## src/rtl/maquina_de_lavar_planta_if.sv

```systemverilog
// Command/sensor bundle between the washing machine controller (master) and its plant (slave).
// The controller drives one-hot actuator commands; the plant answers with sensor levels.
interface maquina_de_lavar_planta_if #(
  parameter int LARGURA = 8
);
  logic               valvula_agua;
  logic               modo_agitar;
  logic               modo_girar;
  logic               cheio;
  logic               tempo;
  logic               secar;
  logic [LARGURA-1:0] nivel;
  logic [2:0]         estado_planta;
  logic               erro;

  modport master (
    output valvula_agua, modo_agitar, modo_girar,
    input  cheio, tempo, secar, nivel, estado_planta, erro
  );

  modport slave (
    input  valvula_agua, modo_agitar, modo_girar,
    output cheio, tempo, secar, nivel, estado_planta, erro
  );
endinterface

```

## src/rtl/maquina_de_lavar_planta.sv

```systemverilog
// Washing machine plant model: tank level, agitation and spin timers driven by one-hot commands.
// Commands act on the same edge; sensors are decoded from registers only; no backpressure.
module maquina_de_lavar_planta #(
  parameter int LARGURA      = 8,
  parameter int NIVEL_CHEIO  = 20,
  parameter int TEMPO_AGITAR = 10,
  parameter int TEMPO_GIRAR  = 6,
  parameter int DRENO        = 2
) (
  input  logic                       clock,
  input  logic                       reset_n,
  maquina_de_lavar_planta_if.slave   bus
);

  typedef enum logic [2:0] {
    PARADO        = 3'd0,
    ENCHENDO      = 3'd1,
    AGITANDO      = 3'd2,
    CENTRIFUGANDO = 3'd3,
    ERRO          = 3'd4
  } estado_t;

  localparam logic [LARGURA-1:0] UM     = LARGURA'(1);
  localparam logic [LARGURA-1:0] ZERO   = '0;
  localparam logic [LARGURA-1:0] CHEIO  = LARGURA'(NIVEL_CHEIO);
  localparam logic [LARGURA-1:0] T_AGIT = LARGURA'(TEMPO_AGITAR);
  localparam logic [LARGURA-1:0] T_GIRO = LARGURA'(TEMPO_GIRAR);
  localparam logic [LARGURA-1:0] DRN    = LARGURA'(DRENO);

  estado_t            estado, estado_n;
  logic [LARGURA-1:0] nivel, nivel_n;
  logic [LARGURA-1:0] cont_agitar, cont_agitar_n;
  logic [LARGURA-1:0] cont_girar, cont_girar_n;
  logic               conflito;
  logic               em_erro;

  assign conflito = (bus.valvula_agua & bus.modo_agitar) |
                    (bus.valvula_agua & bus.modo_girar)  |
                    (bus.modo_agitar  & bus.modo_girar);
  assign em_erro  = (estado == ERRO);

  always_ff @(posedge clock or negedge reset_n) begin
    if (!reset_n) begin
      estado      <= PARADO;
      nivel       <= ZERO;
      cont_agitar <= ZERO;
      cont_girar  <= ZERO;
    end else begin
      estado      <= estado_n;
      nivel       <= nivel_n;
      cont_agitar <= cont_agitar_n;
      cont_girar  <= cont_girar_n;
    end
  end

  // An illegal command freezes level and timers exactly as they were.
  always_comb begin
    estado_n      = estado;
    nivel_n       = nivel;
    cont_agitar_n = cont_agitar;
    cont_girar_n  = cont_girar;
    if (em_erro || conflito) begin
      estado_n = ERRO;
    end else if (bus.valvula_agua) begin
      estado_n      = ENCHENDO;
      cont_agitar_n = ZERO;
      cont_girar_n  = ZERO;
      if (nivel < CHEIO) nivel_n = nivel + UM;
    end else if (bus.modo_agitar) begin
      estado_n     = AGITANDO;
      cont_girar_n = ZERO;
      if (cont_agitar < T_AGIT) cont_agitar_n = cont_agitar + UM;
    end else if (bus.modo_girar) begin
      estado_n      = CENTRIFUGANDO;
      cont_agitar_n = ZERO;
      nivel_n       = (nivel < DRN) ? ZERO : nivel - DRN;
      if (cont_girar < T_GIRO) cont_girar_n = cont_girar + UM;
    end else begin
      estado_n      = PARADO;
      cont_agitar_n = ZERO;
      cont_girar_n  = ZERO;
    end
  end

  assign bus.nivel         = nivel;
  assign bus.estado_planta = estado;
  assign bus.erro          = em_erro;
  assign bus.cheio         = (nivel >= CHEIO) && !em_erro;
  assign bus.tempo         = (cont_agitar == T_AGIT) && !em_erro;
  assign bus.secar         = (estado == CENTRIFUGANDO) &&
                             ((nivel != ZERO) || (cont_girar < T_GIRO));

endmodule

```

## src/flat_wrapper.sv

```systemverilog
// flat-port wrapper written by rule: the top's interface ports become plain ports
module maquina_de_lavar_planta_flat 
#(
  parameter int LARGURA      = 8,
  parameter int NIVEL_CHEIO  = 20,
  parameter int TEMPO_AGITAR = 10,
  parameter int TEMPO_GIRAR  = 6,
  parameter int DRENO        = 2
)
  (clock, reset_n, bus_valvula_agua, bus_modo_agitar, bus_modo_girar, bus_cheio, bus_tempo, bus_secar, bus_nivel, bus_estado_planta, bus_erro);
  maquina_de_lavar_planta_if #(.LARGURA(LARGURA)) bus_i ();
  input  logic clock;
  input  logic reset_n;
  input wire logic [$bits(bus_i.valvula_agua)-1:0] bus_valvula_agua;
  input wire logic [$bits(bus_i.modo_agitar)-1:0] bus_modo_agitar;
  input wire logic [$bits(bus_i.modo_girar)-1:0] bus_modo_girar;
  output wire logic [$bits(bus_i.cheio)-1:0] bus_cheio;
  output wire logic [$bits(bus_i.tempo)-1:0] bus_tempo;
  output wire logic [$bits(bus_i.secar)-1:0] bus_secar;
  output wire logic [$bits(bus_i.nivel)-1:0] bus_nivel;
  output wire logic [$bits(bus_i.estado_planta)-1:0] bus_estado_planta;
  output wire logic [$bits(bus_i.erro)-1:0] bus_erro;
  assign bus_i.valvula_agua = bus_valvula_agua;
  assign bus_i.modo_agitar = bus_modo_agitar;
  assign bus_i.modo_girar = bus_modo_girar;
  assign bus_cheio = bus_i.cheio;
  assign bus_tempo = bus_i.tempo;
  assign bus_secar = bus_i.secar;
  assign bus_nivel = bus_i.nivel;
  assign bus_estado_planta = bus_i.estado_planta;
  assign bus_erro = bus_i.erro;
  maquina_de_lavar_planta #(.LARGURA(LARGURA), .NIVEL_CHEIO(NIVEL_CHEIO), .TEMPO_AGITAR(TEMPO_AGITAR), .TEMPO_GIRAR(TEMPO_GIRAR), .DRENO(DRENO)) u_core (.clock(clock), .reset_n(reset_n), .bus(bus_i));
endmodule
```

## config.mk

```make
export PLATFORM = sky130hd
export DESIGN_NAME = maquina_de_lavar_planta_flat
export DESIGN_NICKNAME = d
export VERILOG_FILES = /design/src/rtl/maquina_de_lavar_planta_if.sv /design/src/rtl/maquina_de_lavar_planta.sv /design/src/flat_wrapper.sv
export SDC_FILE = /design/constraint.sdc
export NUM_CORES = 1
export LEC_CHECK = 0
export CORE_ASPECT_RATIO = 1.1
export CORE_UTILIZATION = 50
export DETAILED_ROUTE_END_ITERATION = 16
export GPL_TIMING_DRIVEN = 0
export PLACE_DENSITY = 0.74
export SETUP_SLACK_MARGIN = 0.15
export SYNTH_ARGS = -nofsm -noshare
export SYNTH_HDL_FRONTEND = slang
export SYNTH_SLANG_ARGS = --single-unit
```

## constraint.sdc

```tcl
create_clock -name clock -period 1.9 [get_ports clock]
set_input_delay 0.38 -clock clock [delete_from_list [all_inputs] [get_ports clock]]
set_output_delay 0.38 -clock clock [all_outputs]
set_load 0.05 [all_outputs]
```

# == Word-level counts from Yosys, hierarchy flattened ==
# Cells that the tools add are included.
# Widths: inputs -> output; s select.
# totals
regBits,27
output_inout_bits,15
in_bits,5
# classes
bitwise_logic,6
mux,16
n_addsub,4
order_cmp,5
n_reduce_logical,11
eq_ne,7
# ops
cell,count
$mux 8,12
$add 8x1->8 const B,3
$mux 3,3
$eq 8x4->1 const B,1
$ge 8x5->1 const B,1
$lt 8x2->1 const B,1
$lt 8x3->1 const B,1
$lt 8x4->1 const B,1
$lt 8x5->1 const B,1
$reduce_bool 8->1,1
$sub 8x2->8 const B,1
$ne 4x3->1 const B,1
$reduce_and 2->1,2
$reduce_and 4->1,1
$and 1x1->1,3
$eq 3x2->1 const B,1
$eq 3x3->1 const B,1
$logic_and 1x1->1,3
$ne 3x2->1 const B,1
$logic_or 1x1->1,2
$mux 2,1
$ne 2x1->1 const B,1
$ne 2x2->1 const B,1
$or 1x1->1,2
other kinds (3),3

# == Longest topological paths before layout ==
# Gate-level depths: netlist of run 1.
# logic_depth
ltp_word,6
depth_mapped,6

# == Worst setup path after synthesis of run 1 ==
# Ideal clock, no wire load.
# synth_timing
path_kind,reg2out
startpoint,register u_core.nivel[1] (netlist: u_core.bus.nivel[1])
endpoint,output port bus_secar
path_slack_ns,-0.700
path_buffers,0
stages_incl_launch_ff,6
t_arrival_ns,2.220
path_cell_list,dfrtp_1 inv_1 ha_1 nand3_1 nor2_1 nor3_1
# synth_via
elab_chain_len,3
# synth_lines
element,line_no,source
start: declaration,maquina_de_lavar_planta.sv:31,"logic [LARGURA-1:0] nivel, nivel_n;"
start signal: assignment,maquina_de_lavar_planta.sv:50,nivel <= nivel_n;
$reduce_bool 8->1,maquina_de_lavar_planta.sv:91,((nivel != ZERO) || (cont_girar < T_GIRO));
$logic_or 1x1->1,maquina_de_lavar_planta.sv:91,
$logic_and 1x1->1,maquina_de_lavar_planta.sv:90,assign bus.secar = (estado == CENTRIFUGANDO) &&
end: declaration,flat_wrapper.sv:19,output wire logic [$bits(bus_i.secar)-1:0] bus_secar;
# No other way between the ends.

# == Worst setup path in the final report of run 1 ==
# layout_timing
startpoint,register u_core.cont_agitar[7]
endpoint,output port bus_tempo
# layout_via
elab_chain_len,2
# layout_lines
element,line_no,source
start: declaration,maquina_de_lavar_planta.sv:32,"logic [LARGURA-1:0] cont_agitar, cont_agitar_n;"
start signal: assignment,maquina_de_lavar_planta.sv:51,cont_agitar <= cont_agitar_n;
$eq 8x4->1,maquina_de_lavar_planta.sv:89,assign bus.tempo = (cont_agitar == T_AGIT) && !em_erro;
$logic_and 1x1->1,maquina_de_lavar_planta.sv:89,
end: declaration,flat_wrapper.sv:18,output wire logic [$bits(bus_i.tempo)-1:0] bus_tempo;
# No other way between the ends.

==> flow_summary_export.csv, run 1 <==
group,metric,value,unit
run_status,status,"finished with violations",
run_status,violations,"setup timing",
synthesis,postSynth.asyncResetShare,100.0,%
die,start_util,53.35,%
global_route,grt_usage,25.38,%
global_route,antenna_found_initial,0,
synthesis,ys_seq_area_share,45.19,%
route,wire_per_inst,17.20,um
synthesis,syn-mean-instance-area,10.03,um2
global_route,overflow,0,
finish,antenna_cells,0,
clock_network,root_buffer,"clkbuf_4",
worst_setup_path,crit_chain,"or4_4 -> nor3_4 -> buf_6",
sta,drv_slew,0,
sta,worst_slack,-0.09940,ns
finish,fin_cells,226,
route,drt-initial-drc-count,28,
die,coreArea,2803,um2
route,routed_via_density,6.031,
finish,area_growth,43.01,%
synthesis,synth_warnings,0,
synthesis,ys_ff_latch,27,
sta,layout_min_cycle_time,1.999,ns
min_path,hold_class,"flop to flop",
clock_network,clockBufferDepth,2,
global_route,grt_max_degree,28,
clock_network,numClockSinks,27,
synthesis,syn_nets,161,
route,num_vias,1363,
clock_network,cts_tree,"built",
synthesis,synth_cell_types,45,
finish,nNetsFinal,206,
synthesis,mappedNetlistArea,1495,um2
die,die_h,59.36,um
place,place_hpwl,2414,um
sta,hold_violations,0,
route,routed_wl,3888,um
worst_setup_path,end_kind,"output port",
worst_setup_path,critPathRequiredTime,1.52,ns
clock_network,insertion_delay,0.34,ns
place,port_buffers,19,
die,die_area,3213,um2
sta,fin_worst_skew,0.02481,ns
worst_setup_path,critPathSlowestCell,"or4_4",
worst_setup_path,max_stage_delay,0.56,ns
global_route,grt_pass1_vias,1290,
route,first_pass_iters,4,
sta,slew_headroom,20.02,%
route,antenna_left,0,
place,gp_congestion,0.8310,
worst_setup_path,path_buf_inv,1,
worst_setup_path,crit_family,"simple AND/OR/NAND/NOR gates",
place,placed_cells,201,
finish,fillerInstances,170,
global_route,grt_pass1_wl,5934,um
worst_setup_path,crit_type,"flop to output port",
synthesis,synthFlopType,"dfrtp_1",
flow_run,cap_violations,0,
sta,worst_slew_pin_slew,1.196,ns
worst_setup_path,start_kind,"flop",
route,drcViolationCount,0,
sta,setup_viol,2,
clock_network,cts_inserted_buffers,3,
synthesis,synth-edff-count,0,
clock_network,cts.clk_slew.worst_paths,0.16,ns
power_and_ir_drop,powerDensity,1040,nW/um2
finish,drive_gt1_share,46.11,%
power_and_ir_drop,peakVddDrop,0.8887,mV
clock_network,htree_levels,1,
die,io_pins,20,
synthesis,synthCells,149,
sta,rsz0062_at_grt,"true",
die,rows,20,
clock_network,holdBufCountCts,0,
sta,hold_slack,0.5216,ns
sta,max_freq,0.5001,GHz
worst_setup_path,worst-path-max-fanout,2,
sta,fin_crit_sh,105.2,%
die,die_x,54.14,um
power_and_ir_drop,p_leak,0.9168,nW
place,pre_cts_ws,-0.4484,ns
worst_setup_path,critPathArrivalTime,1.62,ns
-- logic make-up after synthesis --
kind of cell | after synthesis | synth area share, %
AOI/OAI and AO/OA | 34 | 15.65
xor gates and xnor gates | 1 | 0.5859
adders and majority gates | 8 | 6.611
buffers and inverters | 11 | 2.929
DFF | 27 | 45.19
muxes | 3 | 2.259
and+or+nand+nor | 65 | 26.78
-- per-stage QoR --
step                utilization, %  TNS (ns)  power (mW)  cell area (um2)
finish                       76.29   -0.1093       2.224             2138
global route                 76.29   -0.2403       2.336             2138
global placement             64.42    -3.916       1.722             1805
floorplan                        -  -0.08251       1.454             1574
detailed placement           64.42    -5.165       1.758             1805
CTS                          71.96   -0.2070       2.116             2017
-- power breakdown --
group / total [mW] / switching (mW) / internal, mW
Clock: 0.251 / 0.168 / 0.0823
Combinational: 1.15 / 0.711 / 0.442
Sequential: 0.820 / 0.141 / 0.679
Total: 2.22 / 1.02 / 1.20
-- worst paths after layout --
kind                                              startpoint                                     to  slack (ns)  depth (start not counted)
setup / recovery           u_core.cont_agitar[7]$_DFFE_PN0P_                              bus_tempo        -0.1                          3
hold / removal              u_core.cont_girar[6]$_DFFE_PN0P_       u_core.cont_girar[6]$_DFFE_PN0P_        0.52                          1
setup reg to reg           u_core.cont_agitar[7]$_DFFE_PN0P_      u_core.cont_agitar[1]$_DFFE_PN0P_        0.10                          5
hold reg to reg             u_core.cont_girar[6]$_DFFE_PN0P_       u_core.cont_girar[6]$_DFFE_PN0P_        0.52                          1
max in group asynchronous                            reset_n  u_core.bus.estado_planta[1]$_DFF_PN0_        0.43                          1
min in group asynchronous                            reset_n      u_core.cont_agitar[6]$_DFFE_PN0P_        0.65                          1
-- sequential cells by signal, indices dropped and copies added, names as in the netlist --
register,count
u_core.cont_agitar,8
u_core.cont_girar,8
u_core.bus.estado_planta,3
u_core.bus.nivel,8
-- layer usage --
metal,global-route usage (%),up-vias,share of wire (%)
li1,-,637,-
met1,33.06,682,44
met2,41.46,38,51
met3,3.590,6,4.3
met4,10.62,0,0.80
met5,0,-,0
-- cell usage in the layout (no fill, tap or decap), types with 2 or more instances in the layout --
master           count
buf_4               16
o21ai_1              8
buf_6               10
dfrtp_1             16
a21oi_4              2
nor2_2               2
nand2_1              4
a21oi_1              5
o21ai_4              2
nand4_1              5
or4_4                2
nor3_1               3
ha_1                 6
o31ai_2              2
clkdlybuf4s15_2      6
nor2_1               8
and3_1               3
inv_1                5
nor2b_1             11
o31ai_1              3
dlygate4sd2_1        7
nand3_1              4
nor3_4               4
dfrtp_2             11
clkbuf_4             3
nand2b_1             2
mux2_4               2
inv_2                2
-- synthesized netlist by cell type (2+ instances only) --
master     n  share of area, %
a21oi_1    8               2.7
and3_1     4               1.7
buf_2      2              0.67
dfrtp_1   27                45
ha_1       7               5.9
inv_1      7               1.8
mux2_2     3               2.3
nand2_1    4               1.0
nand2b_1   3               1.3
nand3_1    5               1.7
nand4_1    5               2.1
nor2_1    10               2.5
nor2b_1   12               5.0
nor3_1     7               2.3
o21ai_0    9               3.0
o31ai_1    5               2.5
or3b_2     2               1.2
or4_1      2               1.0
-- timing repair --
item,CTS,global route
pin swaps,6,12
endpoints found under the hold margin,0,0
setup buffers,13,8
resized for setup,73,19
endpoints found under the setup margin,25,13
cloned,0,0
-- cell type report --
cell class / count / area (um2) / share of cell area [%]
Inverter: 8 / 32.53 / 1.521
Clock buffer: 4 / 26.28 / 1.229
Multi-Input combinational cell: 111 / 953.4 / 44.59
Sequential cell: 27 / 689.4 / 32.24
Buffer: 3 / 30.03 / 1.404
Tap cell: 33 / 41.29 / 1.931
Timing Repair Buffer: 40 / 365.4 / 17.09
No activity file was read; power rests on OpenSTA's default activity.
==> inputs of run 2 (changes only) <==
--- a/config.mk
+++ b/config.mk
@@ -8,8 +8,8 @@
 export CORE_ASPECT_RATIO = 1.1
 export CORE_UTILIZATION = 50
 export DETAILED_ROUTE_END_ITERATION = 16
+export DONT_BUFFER_PORTS = 1
 export GPL_TIMING_DRIVEN = 0
-export PLACE_DENSITY = 0.74
 export SETUP_SLACK_MARGIN = 0.15
 export SYNTH_ARGS = -nofsm -noshare
 export SYNTH_HDL_FRONTEND = slang
==> constraint.sdc (replaced) <==
create_clock -name clock -period 1.9 [get_ports clock]
set_input_delay 0.38 -clock clock [delete_from_list [all_inputs] [get_ports clock]]
set_output_delay 0.38 -clock clock [all_outputs]
set_load 0.005 [all_outputs]
==> run 2 against run 1 <==
Effect of this change:
- the run now ends clean
- worst setup slack gained 0.16 ns
- first-iteration DRC count fell by 43%
- clock skew down 0.022 ns
- global-route usage down 3.0 points
- largest cell class unchanged
- non-clock buffer count fell by 31
- critical endpoint unchanged
- hold slack got worse by 0.31 ns
- wire length is 16% lower
- via count shrank 12%
- cell area down 20%
- highest routed layer unchanged
- register-to-register slack barely moved
==> flow_summary_export.csv, run 2 (same netlist as run 1, synthesis figures left out) <==
group,metric,value,unit
run_status,status,"completed",
finish,nNetsFinal,175,
route,wire_per_inst,16.69,um
worst_setup_path,r2r_cells,4,
sta,fin_worst_skew,0.002984,ns
worst_setup_path,end_kind,"output port",
finish,fin_cells,195,
worst_setup_path,start_kind,"flop",
route,first_pass_iters,4,
die,die_x,54.14,um
worst_setup_path,critPathRequiredTime,1.52,ns
place,placed_cells,182,
place,port_buffers,0,
power_and_ir_drop,p_leak,0.7320,nW
clock_network,cts.clk_slew.worst_paths,0.15,ns
place,gp_congestion,0.8069,
global_route,grt_pass1_vias,1216,
power_and_ir_drop,power,1.549,mW
sta,fin_crit_sh,96.61,%
worst_setup_path,r2r_start,"u_core.cont_agitar[4]$_DFFE_PN0P_",
finish,layout_common_cells,"23 x dfrtp_1, 12 x nor2b_1, 10 x nor2_1",
sta,setup_viol,0,
worst_setup_path,reg2reg_slack,0.10,ns
global_route,grt_max_degree,28,
flow_run,cap_violations,0,
sta,layout_min_cycle_time,1.836,ns
die,die_area,3213,um2
route,antenna_left,0,
finish,antenna_cells,0,
sta,slew_headroom,67.39,%
sta,drv_slew,0,
sta,rsz0062_at_grt,"true",
clock_network,insertion_delay,0.32,ns
worst_setup_path,setup.worst_path.start,"u_core.cont_agitar[4]$_DFFE_PN0P_",
power_and_ir_drop,peakVddDrop,0.5999,mV
worst_setup_path,worst-path-max-fanout,2,
sta,hold_violations,0,
die,die_h,59.36,um
die,io_pins,20,
die,rows,20,
clock_network,numClockSinks,27,
route,routed_wl,3254,um
sta,worst_slew_pin_slew,0.4851,ns
place,place_hpwl,2302,um
die,coreArea,2803,um2
worst_setup_path,critPathArrivalTime,1.46,ns
route,drt-initial-drc-count,16,
route,drcViolationCount,0,
global_route,overflow,0,
finish,final_common_cell,"dfrtp_1",
finish,drive_gt1_share,28.40,%
power_and_ir_drop,powerDensity,902.2,nW/um2
sta,finalSetupTns,0,ns
global_route,grt_usage,22.36,%
min_path,hold_class,"input pin to flop",
die,start_util,53.35,%
clock_network,cts_inserted_buffers,3,
global_route,grt_pass1_wl,5223,um
sta,max_freq,0.5448,GHz
finish,top_regs,"u_core.bus.nivel: 8 flops, u_core.cont_agitar: 8 flops, u_core.cont_girar: 8 flops",
clock_network,htree_levels,1,
worst_setup_path,crit_type,"flop to output port",
route,routed_via_density,6.149,
finish,fin_util,61.25,%
global_route,antenna_found_initial,0,
clock_network,root_buffer,"clkbuf_4",
clock_network,cts_tree,"built",
worst_setup_path,crit_end,"bus_tempo",
finish,area_growth,14.81,%
route,num_vias,1199,
worst_setup_path,regToRegEndpoint,"u_core.cont_agitar[1]$_DFFE_PN0P_",
clock_network,clockBufferDepth,2,
run 2: cell count changes in the layout (fill, tap and decap cells not counted), sizes merged:
cell,change
buf,-17
clkbuf,-2
clkdlybuf4s15,-6
clkdlybuf4s50,-1
clkinv,+1
dlygate4sd2,-7
dlygate4sd3,+1
run 2: worst min path at each step:
stage / from / endpoint / slack [ns] / depth (start not counted)
detailed placement: reset_n / u_core.bus.nivel[1]$_DFFE_PN0P_ / 0.09 / 0
finish: bus_modo_girar / u_core.bus.estado_planta[0]$_DFF_PN0_ / 0.21 / 2
floorplan: reset_n / u_core.bus.estado_planta[0]$_DFF_PN0_ / 0.08 / 0
global route: bus_modo_girar / u_core.bus.estado_planta[1]$_DFF_PN0_ / 0.19 / 2
CTS: bus_modo_girar / u_core.bus.estado_planta[1]$_DFF_PN0_ / 0.21 / 2
global placement: reset_n / u_core.bus.nivel[0]$_DFFE_PN0P_ / 0.08 / 0
run 2: repair_timing:
item	in CTS	in global routing
hold buffers	2	0
gates resized for setup	9	10
pin swaps	2	4
hold endpoints to repair	27	0
setup buffers	2	5
setup endpoints to repair	14	13
run 2: per-layer routing:
layer  routed length [um]  track usage [%]  share of wire [%]
met1                 1395            25.74                 43
met4                   34            7.692                1.0
met3                  154            4.359                4.7
met5                    0                0                  0
met2                 1671            40.07                 51
run 2: power by group:
part	internal, mW	total [mW]	switching, mW
Sequential	0.669	0.843	0.173
Combinational	0.197	0.457	0.260
Clock	0.0788	0.249	0.170
Total	0.945	1.55	0.604
run 2: area by class of cell:
cell class	instances	area [um2]
plain buffers	3	17.52
clock inverters	1	5.005
inverters	8	30.03
clock buffers	3	22.52
repair buffers	9	82.58
multi-input cells	111	837.1
well taps	33	41.29
fillers	241	1086
flip-flops and latches	27	680.7
run 2: critical path, cell delays in order (launching register included):
cell and delay [ns]:
dfrtp_1 0.41, or4_4 0.58, nor3_4 0.15
run 2: through the flow:
step | hold slack, ns | cell area, um2 | setup WS (ns)
6_report | 0.2091 | 1717 | 0.06447
4_1_cts | 0.2065 | 1650 | 0.07291
5_1_grt | 0.1886 | 1717 | 0.005567
3_3_place_gp | 0.08496 | 1544 | 0.03950
3_5_place_dp | 0.08501 | 1544 | 0.01859
2_1_floorplan | 0.08441 | 1503 | 0.1788
==> patch 1 (config.mk and constraints of run 1) <==
Make the reset (`reset_n`) synchronous in one clocked block.
--- a/src/rtl/maquina_de_lavar_planta.sv
+++ b/src/rtl/maquina_de_lavar_planta.sv
@@ -39,7 +39,7 @@
                     (bus.modo_agitar  & bus.modo_girar);
   assign em_erro  = (estado == ERRO);
 
-  always_ff @(posedge clock or negedge reset_n) begin
+  always_ff @(posedge clock) begin
     if (!reset_n) begin
       estado      <= PARADO;
       nivel       <= ZERO;
Formal check against the unedited RTL: differs if reset_n is asserted again (counterexample within 4 cycles, from zero or initial values and one cycle with reset_n low); with reset_n held inactive, the same outputs for 10 cycles.
==> patch 1 against run 1 <==
The flow still finishes with violations (setup timing). Routed wire length increased by 5.0%. Sequential share of layout area decreased by 5.2 points. Sequential cell count unchanged. Setup slack improved by 40 ps. Die area decreased by 1.9%. Register-to-register slack got worse by 160 ps. Cell area decreased by 1.3%. Area after synthesis decreased by 2.0%. Critical endpoint is now u_core.cont_agitar[2]$_SDFFE_PN0P_. Largest cell class unchanged.
Power is not compared: it rests on default switching activity, and its combinational part moved more than twofold at a synthesized area within 25%.
==> patch 1: results <==
[timing]
finClkSkew_ps = 7.18
layout_setup_ws_ps = -59.2
setup_violations = 3

[drt]
wl_met3_um = 218
drt-total-wl_um = 4080
num_vias = 1570
met2_length_um = 1980
drt-met1-wl_um = 1780

[logic_synthesis]
synth_compound_area_share_pct = 24.9
synth_xor_area_share_pct = 1.20
synth_nets = 182
avgSynthCellArea_um2 = 8.62
async_reset_ff_share_pct = 0
synth_adder_area_share_pct = 6.75
yosys-top-cells-area = dfxtp_1, ha_1, a21oi_1, or4_1, a31oi_1
synthTopCellsByCount = dfxtp_1, nor2_1, a21oi_1, inv_1, o21ai_0
ys_seq_area_share_pct = 36.9

[place]
dp.cells = 221
io_buffers = 18
place_area_um2 = 1760
gp_congestion = 0.936
dpl.hpwl_um = 2490

[global_routing]
use_met2_pct = 42.1
grt_pass1_wl_um = 6010
grt_use_total_pct = 25.3
grt_pass1_vias = 1358
grt.met3_usage_pct = 3.88
grt_max_degree = 15
gr-usage-met1_pct = 32.0

[run_status]
violations = setup timing
status = finished, violations left

[clock_tree]
path_clk_slew_ps = 140
clock_latency_ps = 320

[setup_path]
cp.arrival_ps = 2220
cp_max_fo = 3
r2r_cells = 6
r2r_end = u_core.cont_agitar[2]$_SDFFE_PN0P_

[min_path]
hp-class = in -> reg
min_from = bus_modo_agitar
hold_depth = 2
holdPathEnd = u_core.bus.estado_planta[0]$_SDFF_PP0_

[finish]
design_area_um2 = 2110
-- patch 1: repair_timing --
| action | in CTS | in global routing |
|---|---|---|
| setup endpoints to repair | 34 | 14 |
| gates cloned | 0 | 0 |
| gates resized for setup | 60 | 32 |
| pin swaps | 11 | 11 |
| buffers inserted | 10 | 8 |
-- patch 1: worst reg2reg max path, delay by kind of cell, from the launching register on --
family / cells / cell delay [ps]
flip-flops: 1 / 350
AO/OA/AOI/OAI: 2 / 330
buffers and inverters: 2 / 270
AND/OR/NAND/NOR: 2 / 960
-- patch 1: kinds of logic (layout without fill, tap and decap cells) --
family | count (synthesis) | after routing
flops | 27 | 27
xor+xnor | 2 | 2
buf+inv | 16 | 56
simple gates | 62 | 62
fa+ha+maj | 8 | 8
compound gates | 55 | 55
-- patch 1: area by class of cell --
class                           count  area share, %
Multi-Input combinational cell    127           50.3
Sequential cell                    27           27.0
Inverter                           10           1.78
Timing Repair Buffer               36           15.2
Clock buffer                        4           1.25
Tap cell                           33           1.96
Buffer                              6           2.49
-- patch 1: per-stage QoR --
step	hold WS, ps	setup slack (ps)	total power [mW]	TNS, ps
final	406	-59.2	1.16	-140
after global routing	391	-124	1.21	-331
after CTS	396	-88.3	1.11	-145
after detailed placement	441	-699	0.855	-10810
after global placement	433	-680	0.851	-10320
after floorplan	412	-22.4	0.780	-44.9
-- patch 1: power groups by stage --
| stage | clock, mW | sequential [mW] | combinational (mW) |
|---|---|---|---|
| 5_1_grt | 0.283 | 0.596 | 0.334 |
| 3_5_place_dp | 0 | 0.610 | 0.245 |
| 2_1_floorplan | 0 | 0.642 | 0.138 |
| 4_1_cts | 0.250 | 0.596 | 0.266 |
| 3_3_place_gp | 0 | 0.609 | 0.242 |
| 6_report | 0.246 | 0.593 | 0.316 |
==> patch 2 (flow settings as in run 1) <==
Without the edit above. `LARGURA` is set to 8 in 3 places; all go to 12.
--- a/src/rtl/maquina_de_lavar_planta_if.sv
+++ b/src/rtl/maquina_de_lavar_planta_if.sv
@@ -1,7 +1,7 @@
 // Command/sensor bundle between the washing machine controller (master) and its plant (slave).
 // The controller drives one-hot actuator commands; the plant answers with sensor levels.
 interface maquina_de_lavar_planta_if #(
-  parameter int LARGURA = 8
+  parameter int LARGURA = 12
 );
   logic               valvula_agua;
   logic               modo_agitar;
--- a/src/rtl/maquina_de_lavar_planta.sv
+++ b/src/rtl/maquina_de_lavar_planta.sv
@@ -1,7 +1,7 @@
 // Washing machine plant model: tank level, agitation and spin timers driven by one-hot commands.
 // Commands act on the same edge; sensors are decoded from registers only; no backpressure.
 module maquina_de_lavar_planta #(
-  parameter int LARGURA      = 8,
+  parameter int LARGURA      = 12,
   parameter int NIVEL_CHEIO  = 20,
   parameter int TEMPO_AGITAR = 10,
   parameter int TEMPO_GIRAR  = 6,
--- a/src/flat_wrapper.sv
+++ b/src/flat_wrapper.sv
@@ -1,7 +1,7 @@
 // flat-port wrapper written by rule: the top's interface ports become plain ports
 module maquina_de_lavar_planta_flat 
 #(
-  parameter int LARGURA      = 8,
+  parameter int LARGURA      = 12,
   parameter int NIVEL_CHEIO  = 20,
   parameter int TEMPO_AGITAR = 10,
   parameter int TEMPO_GIRAR  = 6,
Ports: changed (resized bus_nivel); port bits go from 20 to 24. No check against the original RTL was run, so the function may have changed too.
==> patch 2 against run 1 <==
The flow still finishes with violations (setup timing). Cell area is 45% higher. Setup slack worse by 91 ps. Area after synthesis is 40% higher. Count of clock-buffer cells in the layout is 2 higher. Routed wire length is 43% higher. Sequential cell count is 12 higher. Global-route usage is 1.6 points lower. Critical path depth is 1 higher. Total power is 47% higher. Sequential share of layout area is 0.16 points lower. Largest cell class unchanged.
==> patch 2: results <==
[run_status]
status = finished, violations left
violations = setup timing

[clock_tree]
clkSinkCount = 39
cts_made_buffers = 5
cts_max_level = 2
cts_resized = 63

[logic_synthesis]
yosys-top-cells-area = dfrtp_1, and2_1, ha_1, nand3_1, inv_1
synth_adder_area_share_pct = 4.17
synth_compound_area_share_pct = 12.8
synthTopCellsByCount = dfrtp_1, and2_1, inv_1, nand2_1, nand3_1
synth_nets = 223

[place]
place_area_um2 = 2500
gp_congestion = 0.890
io_buffers = 21
dpl.hpwl_um = 3150

[finish]
nNonClkInverters = 15
seq_area_um2 = 993
nonClkBufAreaFrac_pct = 18.1
multiInputGateArea_um2 = 1280
largestRegisters = u_core.bus.nivel x12, u_core.cont_agitar x12, u_core.cont_girar x12
num-multi-input-gates = 146
final_core_util_pct = 77.5
nClkBuffers = 6
drive_above_1_share_pct = 44.5

[pwr]
ir_worst_vdd_mv = 0.724
p_clk_share_pct = 22.4
sequentialPower_mw = 1.05
p_switching_mw = 1.24
power_leakage_nw = 1.39

[global_routing]
gr-usage-met1_pct = 29.9
grt_pass1_wl_um = 8210
grt_max_degree = 40
grt_use_total_pct = 23.7

[setup_path]
slowest_delay_ps = 480
critPathSlowestCell = dfrtp_2
cp_max_fo = 9
cp.arrival_ps = 1710

[timing]
layout_setup_ws_ps = -191
setup_tns_ps = -515
tightestPinTransition_ps = 871
setup_violations = 5

[drt]
drt_iter0_drc = 158
met2_length_um = 2700
num_vias = 1915
drt-met1-wl_um = 2430
wl_met3_um = 264
drt-total-wl_um = 5550

[floorplan]
core_um2 = 3990
[patch 2: final timing paths]
kind                                                   from                                     to  slack (ps)  cells past startpoint
setup / recovery           u_core.bus.nivel[10]$_DFFE_PN0P_                              bus_secar        -190                      4
hold / removal                                      reset_n        u_core.bus.nivel[8]$_DFFE_PN0P_         190                      1
setup reg to reg            u_core.bus.nivel[8]$_DFFE_PN0P_       u_core.bus.nivel[10]$_DFFE_PN0P_         -60                      7
hold reg to reg            u_core.cont_girar[0]$_DFFE_PN0P_       u_core.cont_girar[0]$_DFFE_PN0P_         490                      1
max in group asynchronous                           reset_n  u_core.bus.estado_planta[2]$_DFF_PN0_        1100                      1
min in group clock         u_core.cont_girar[0]$_DFFE_PN0P_       u_core.cont_girar[0]$_DFFE_PN0P_         490                      1
[patch 2: through the flow]
step	power (mW)	instances
floorplan	1.78	211
CTS	2.98	305
finish	3.26	326
detailed placement	2.06	284
global placement	2.05	284
global route	3.40	326
